File: src/rtl/sum_accum_pkg.sv
// sum_accum_pkg
// Shared definitions for the sum_accum frame accumulator.
// Contents:
//   state_t       - FSM states (ACCUM collects samples, HOLD presents a total)
//   DEF_IN_W      - default sample width (matches the adder stage output)
//   DEF_ACC_W     - default accumulator / total width
//   DEF_FRAME_LEN - default samples per frame
//   cntWidth()    - width of the in-frame sample counter
package sum_accum_pkg;

  typedef enum logic {
    ACCUM = 1'b0,
    HOLD  = 1'b1
  } state_t;

  localparam int DEF_IN_W      = 5;
  localparam int DEF_ACC_W     = 9;
  localparam int DEF_FRAME_LEN = 16;

  // The counter only has to reach FRAME_LEN-1, so $clog2(FRAME_LEN) bits suffice.
  function automatic int cntWidth(input int frameLen);
    return $clog2(frameLen);
  endfunction

endpackage

File: src/rtl/sum_accum_sat_adder.sv
// sat_adder
// Adds a zero-extended unsigned sample to the accumulator and flags any carry
// out of the ACC_W range.
// Build option: SUM_ACCUM_SAT_EN
//   defined   - the sum clamps at 2^ACC_W-1 when it would overflow
//   undefined - the sum wraps modulo 2^ACC_W
// In both builds o_ovf reports that the true result exceeded 2^ACC_W-1.
// Ports:
//   acc   in  ACC_W - current accumulator value
//   din   in  IN_W  - unsigned sample
//   sum   out ACC_W - next accumulator value
//   ovf   out 1     - the true result did not fit in ACC_W bits
module sat_adder #(
  parameter int IN_W  = 5,
  parameter int ACC_W = 9
) (
  input  logic [ACC_W-1:0] acc,
  input  logic [IN_W-1:0]  din,
  output logic [ACC_W-1:0] sum,
  output logic             ovf
);

  logic [ACC_W:0] w_full;

  // One extra bit keeps the carry so overflow is exact for any ACC_W >= IN_W.
  assign w_full = {1'b0, acc} + (ACC_W+1)'(din);
  assign ovf    = w_full[ACC_W];

`ifdef SUM_ACCUM_SAT_EN
  // Clamp at full scale; a saturated accumulator stays there for the frame
  // because any further add either overflows again or adds zero.
  assign sum = ovf ? {ACC_W{1'b1}} : w_full[ACC_W-1:0];
`else
  assign sum = w_full[ACC_W-1:0];
`endif

endmodule

File: src/rtl/sum_accum.sv
// sum_accum
// Accumulates FRAME_LEN unsigned samples arriving over a valid/ready
// handshake and presents each frame total on a second valid/ready handshake.
// Build option: SUM_ACCUM_SAT_EN (saturating vs wrapping accumulation, see
// sat_adder).
// Ports:
//   clk       in  1     - clock, all state changes on the rising edge
//   rst       in  1     - synchronous active-high reset
//   clear     in  1     - synchronous frame abort
//   in_valid  in  1     - in_data holds a sample
//   in_ready  out 1     - a sample can be accepted (high only in ACCUM)
//   in_data   in  IN_W  - unsigned sample
//   out_valid out 1     - out_sum holds a completed frame total
//   out_ready in  1     - consumer takes the total
//   out_sum   out ACC_W - frame total
//   out_ovf   out 1     - the frame exceeded the ACC_W range
module sum_accum
  import sum_accum_pkg::*;
#(
  parameter int IN_W      = DEF_IN_W,
  parameter int ACC_W     = DEF_ACC_W,
  parameter int FRAME_LEN = DEF_FRAME_LEN
) (
  input  logic             clk,
  input  logic             rst,
  input  logic             clear,
  input  logic             in_valid,
  output logic             in_ready,
  input  logic [IN_W-1:0]  in_data,
  output logic             out_valid,
  input  logic             out_ready,
  output logic [ACC_W-1:0] out_sum,
  output logic             out_ovf
);

  localparam int                CNT_W    = cntWidth(FRAME_LEN);
  localparam logic [CNT_W-1:0]  LAST_CNT = CNT_W'(FRAME_LEN - 1);

  state_t             r_state;
  state_t             w_nextState;
  logic [ACC_W-1:0]   r_acc;
  logic [CNT_W-1:0]   r_cnt;
  logic               r_ovfSticky;
  logic [ACC_W-1:0]   r_outSum;
  logic               r_outOvf;
  logic               r_outValid;

  logic               w_inReady;
  logic               w_accept;
  logic               w_last;
  logic [ACC_W-1:0]   w_sum;
  logic               w_addOvf;

  sat_adder #(
    .IN_W  (IN_W),
    .ACC_W (ACC_W)
  ) u_adder (
    .acc (r_acc),
    .din (in_data),
    .sum (w_sum),
    .ovf (w_addOvf)
  );

  // A clear on the same cycle as a sample drops the sample.
  assign w_accept = in_valid && w_inReady && !clear;
  assign w_last   = w_accept && (r_cnt == LAST_CNT);

  // Next-state and ready decode; in_ready depends on state only.
  always_comb begin
    w_nextState = r_state;
    w_inReady   = 1'b0;
    case (r_state)
      ACCUM: begin
        w_inReady = 1'b1;
        if (w_last) begin
          w_nextState = HOLD;
        end
      end
      HOLD: begin
        if (out_ready) begin
          w_nextState = ACCUM;
        end
      end
      default: w_nextState = ACCUM;
    endcase
    if (clear) begin
      w_nextState = ACCUM;
    end
  end

  // State register; out_valid is kept as its own flop so it leaves a register
  // directly rather than through a state decode.
  always_ff @(posedge clk) begin
    if (rst) begin
      r_state    <= ACCUM;
      r_outValid <= 1'b0;
    end else begin
      r_state    <= w_nextState;
      r_outValid <= (w_nextState == HOLD);
    end
  end

  // Accumulator, counter, sticky overflow and the held frame result. The
  // sticky bit is folded with the last addition's overflow so the final sample
  // counts, then cleared so the next frame starts clean.
  always_ff @(posedge clk) begin
    if (rst) begin
      r_acc       <= '0;
      r_cnt       <= '0;
      r_ovfSticky <= 1'b0;
      r_outSum    <= '0;
      r_outOvf    <= 1'b0;
    end else if (clear) begin
      r_acc       <= '0;
      r_cnt       <= '0;
      r_ovfSticky <= 1'b0;
    end else if (w_accept) begin
      if (w_last) begin
        r_outSum    <= w_sum;
        r_outOvf    <= r_ovfSticky | w_addOvf;
        r_acc       <= '0;
        r_cnt       <= '0;
        r_ovfSticky <= 1'b0;
      end else begin
        r_acc       <= w_sum;
        r_cnt       <= r_cnt + 1'b1;
        r_ovfSticky <= r_ovfSticky | w_addOvf;
      end
    end
  end

  assign in_ready  = w_inReady;
  assign out_valid = r_outValid;
  assign out_sum   = r_outSum;
  assign out_ovf   = r_outOvf;

endmodule

File: config.mk
export PLATFORM = sky130hd
export DESIGN_NAME = sum_accum
export DESIGN_NICKNAME = d
export VERILOG_FILES = /design/src/rtl/sum_accum_pkg.sv /design/src/rtl/sum_accum_sat_adder.sv /design/src/rtl/sum_accum.sv
export SDC_FILE = /design/constraint.sdc
export NUM_CORES = 1
export LEC_CHECK = 0
export CAP_MARGIN = 20
export CORE_MARGIN = 2
export CORE_UTILIZATION = 46
export DETAILED_ROUTE_END_ITERATION = 10
export GPL_TIMING_DRIVEN = 0
export PLACE_DENSITY = 0.74
export SYNTH_ARGS = -nofsm -noshare
export SYNTH_HDL_FRONTEND = slang
export SYNTH_SLANG_ARGS = --single-unit
File: constraint.sdc
create_clock -name clk -period 1.85 [get_ports clk]
set_input_delay 0.2775 -clock clk [delete_from_list [all_inputs] [get_ports clk]]
set_output_delay 0.2775 -clock clk [all_outputs]
set_load 0.03 [all_outputs]
==> impl_metrics.json <==
{
  "status": "complete, but fails checks",
  "violations": "negative setup slack",
  "power_density_nw_per_um2": 528,
  "syn-num-nets": 171,
  "final-seq-area_um2": 508,
  "globalplace.congestion": 0.863,
  "ys_warn_count": 0,
  "fin_nets": 205,
  "viasPerCell": 5.87,
  "muxShareOfSynthArea_pct": 0,
  "ys_ff_latch": 25,
  "ctsLongestPathBuffers": 2,
  "grt_pass1_wl_um": 5460,
  "wl_per_cell_um": 15.0,
  "dp.cells": 206,
  "yosysSeqAreaShare_pct": 39.2,
  "hpwlAfterDp_um": 2240,
  "core_um2": 2690,
  "fmax_mhz": 538,
  "die_w_um": 56.7,
  "drv_slew": 0,
  "grt_pass1_vias": 1252,
  "synth_top_area_share_pct": 39.2,
  "p_total_uw": 912,
  "synthFlopType": "dfxtp_1",
  "preCtsSetupSlack_ps": -555,
  "synth_top_family_by_area": "simple AND/OR/NAND/NOR gates",
  "rsz0062_at_grt": "yes",
  "final_antenna_net_count": 0,
  "routed_wl_um": 3280,
  "min_path_type": "reg -> reg",
  "synth_compound_gate_area_share_pct": 21.1,
  "initial_utilization_pct": 47.5,
  "worstPathArrival_ps": 2100,
  "placementRows": 19,
  "synth_area_leader_cell": "dfxtp_1",
  "insertion_delay_ps": 320,
  "drc": 0,
  "synth_area_um2": 1280,
  "synth-simple-area-share_pct": 27.1,
  "synthTopCellsByCount": "dfxtp_1, nand2_1, nor2_1",
  "required_ps": 2090,
  "ys_types": 34,
  "synthArstFlopShare_pct": 0,
  "ys_top_cells_by_area": "dfxtp_1, ha_1, a21oi_1, nand3_1, nand2_1",
  "gr-total-overflow": 0,
  "multi_input_area_um2": 840,
  "leakage_uw": 0.000590,
  "drt_pre_antenna_iters": 4,
  "drt_iter0_drc": 64,
  "ioPinCount": 22,
  "cts_tree": "yes",
  "fin_crit_sh_pct": 101,
  "criticalPathCategory": "reg -> reg",
  "die_h_um": 56.7,
  "setup_viol": 1,
  "cts_buffers": 3,
  "track_usage_pct": 21.5,
  "start_kind": "flop",
  "synthXorXnorAreaFrac_pct": 2.06,
  "cp-end-kind": "flop",
  "layout-drive-gt1-share_pct": 18.2,
  "cts_max_level": 1,
  "final_cells": 218,
  "clock-sinks": 25,
  "dieArea_um2": 3210,
  "maxCapViolations": 0,
  "io_buffers": 21,
  "fin_crit_ps": 1860,
  "max-slew-margin-rel_pct": 67.0,
  "yosysMostFrequentCell": "dfxtp_1",
  "synthAdderAreaFrac_pct": 7.45,
  "worst_slack_ps": -9.64,
  "synth-edff-count": 0,
  "clkTransAtPathRegs_ps": 140,
  "ir_drop_mv": 0.380,
  "hold_viol_final": 0,
  "cts-root-buf": "clkbuf_4",
  "grt_max_degree": 14,
  "diodes": 0,
  "area_growth_pct": 35.2,
  "finClkSkew_ps": 4.42,
  "vias": 1279,
  "max_slew.worst_pin.slew_ps": 494,
  "cp_max_fo": 8,
  "syn_inst": 154,
  "antenna_found_initial": 0,
  "avgSynthCellArea_um2": 8.29,
  "num-fill-cells": 248
}
[report_power, final]
group,leakage (uW),internal (uW),switching (uW)
clock network,0.0000150,84.3,164
registers,0.000204,541,3.77
logic,0.000371,55.6,63.5
total,0.000590,681,231
[flip-flops by register name (all words and copies together), names as in the netlist]
signal and flops:
r_cnt 4, out_valid 1, out_sum 9, out_ovf 1, r_ovfSticky 1, r_acc 9
[layout by cell type, fill, tap and decap left out, drive strengths merged, types with 3 or more instances in the layout]
master / n
o2111ai: 4
nand2: 17
o21ai: 5
or3: 7
clkbuf: 7
nor3: 4
a211oi: 4
buf: 12
dlygate4sd2: 3
or4: 3
nand4: 4
clkdlybuf4s50: 17
ha: 6
nor2: 15
nand3: 13
inv: 3
a311oi: 3
a21oi: 13
dfxtp: 25
[final timing paths]
check	start	slack, ps	cells past startpoint	to
max	r_acc[0]$_SDFFE_PP0P_	-10	6	out_sum[8]$_SDFFE_PP0P_
max reg2reg	r_acc[0]$_SDFFE_PP0P_	-10	6	out_sum[8]$_SDFFE_PP0P_
min reg2reg	out_sum[1]$_SDFFE_PP0P_	460	2	out_sum[1]$_SDFFE_PP0P_
min	out_sum[1]$_SDFFE_PP0P_	460	2	out_sum[1]$_SDFFE_PP0P_
[worst max-delay path: stages (launching register included)]
cell and delay, ps:
dfxtp_2 360, ha_4 160, fa_2 390, a211o_1 310
a21oi_4 220, o21ai_1 90, a311oi_1 250
[metal layers]
metal / track usage, % / routed length, um / vias to the layer above
met3: 3.46 / 178 / 4
met1: 28.3 / 1450 / 594
met4: 7.82 / 31 / 0
met2: 35.2 / 1620 / 43
met5: 0 / 0 / -
li1: - / - / 638
[metrics by stage]
step	hold WS (ps)	TNS (ps)	utilization (%)	instance area [um^2]
after floorplan	436	0	-	1280
after global placement	438	-6750	57.1	1530
after CTS	470	0	61.3	1650
after global routing	483	-337	64.2	1730
after detailed placement	452	-7340	57.1	1530
final	465	-9.64	64.2	1730
[kinds of logic after synthesis]
| logic type | count (synthesis) |
|---|---|
| compound gates | 40 |
| xor+xnor | 3 |
| fa+ha+maj | 7 |
| buf+inv | 10 |
| flops | 25 |
| simple gates | 69 |
[repair_timing]
item	CTS	global route
hold buffers	0	0
setup buffers	6	3
pin swaps	10	6
cloned	0	0
gates resized for setup	16	15
setup endpoints to repair	13	10
[final cells by class]
type | instances | share of cell area [%]
multi-input combinational | 119 | 48.7
sequential | 25 | 29.4
timing repair buffer | 30 | 16.0
tap | 31 | 2.25
clock buffer | 4 | 1.52
buffer | 6 | 1.45
inverter | 3 | 0.653
(Power assumes the default switching activity.)
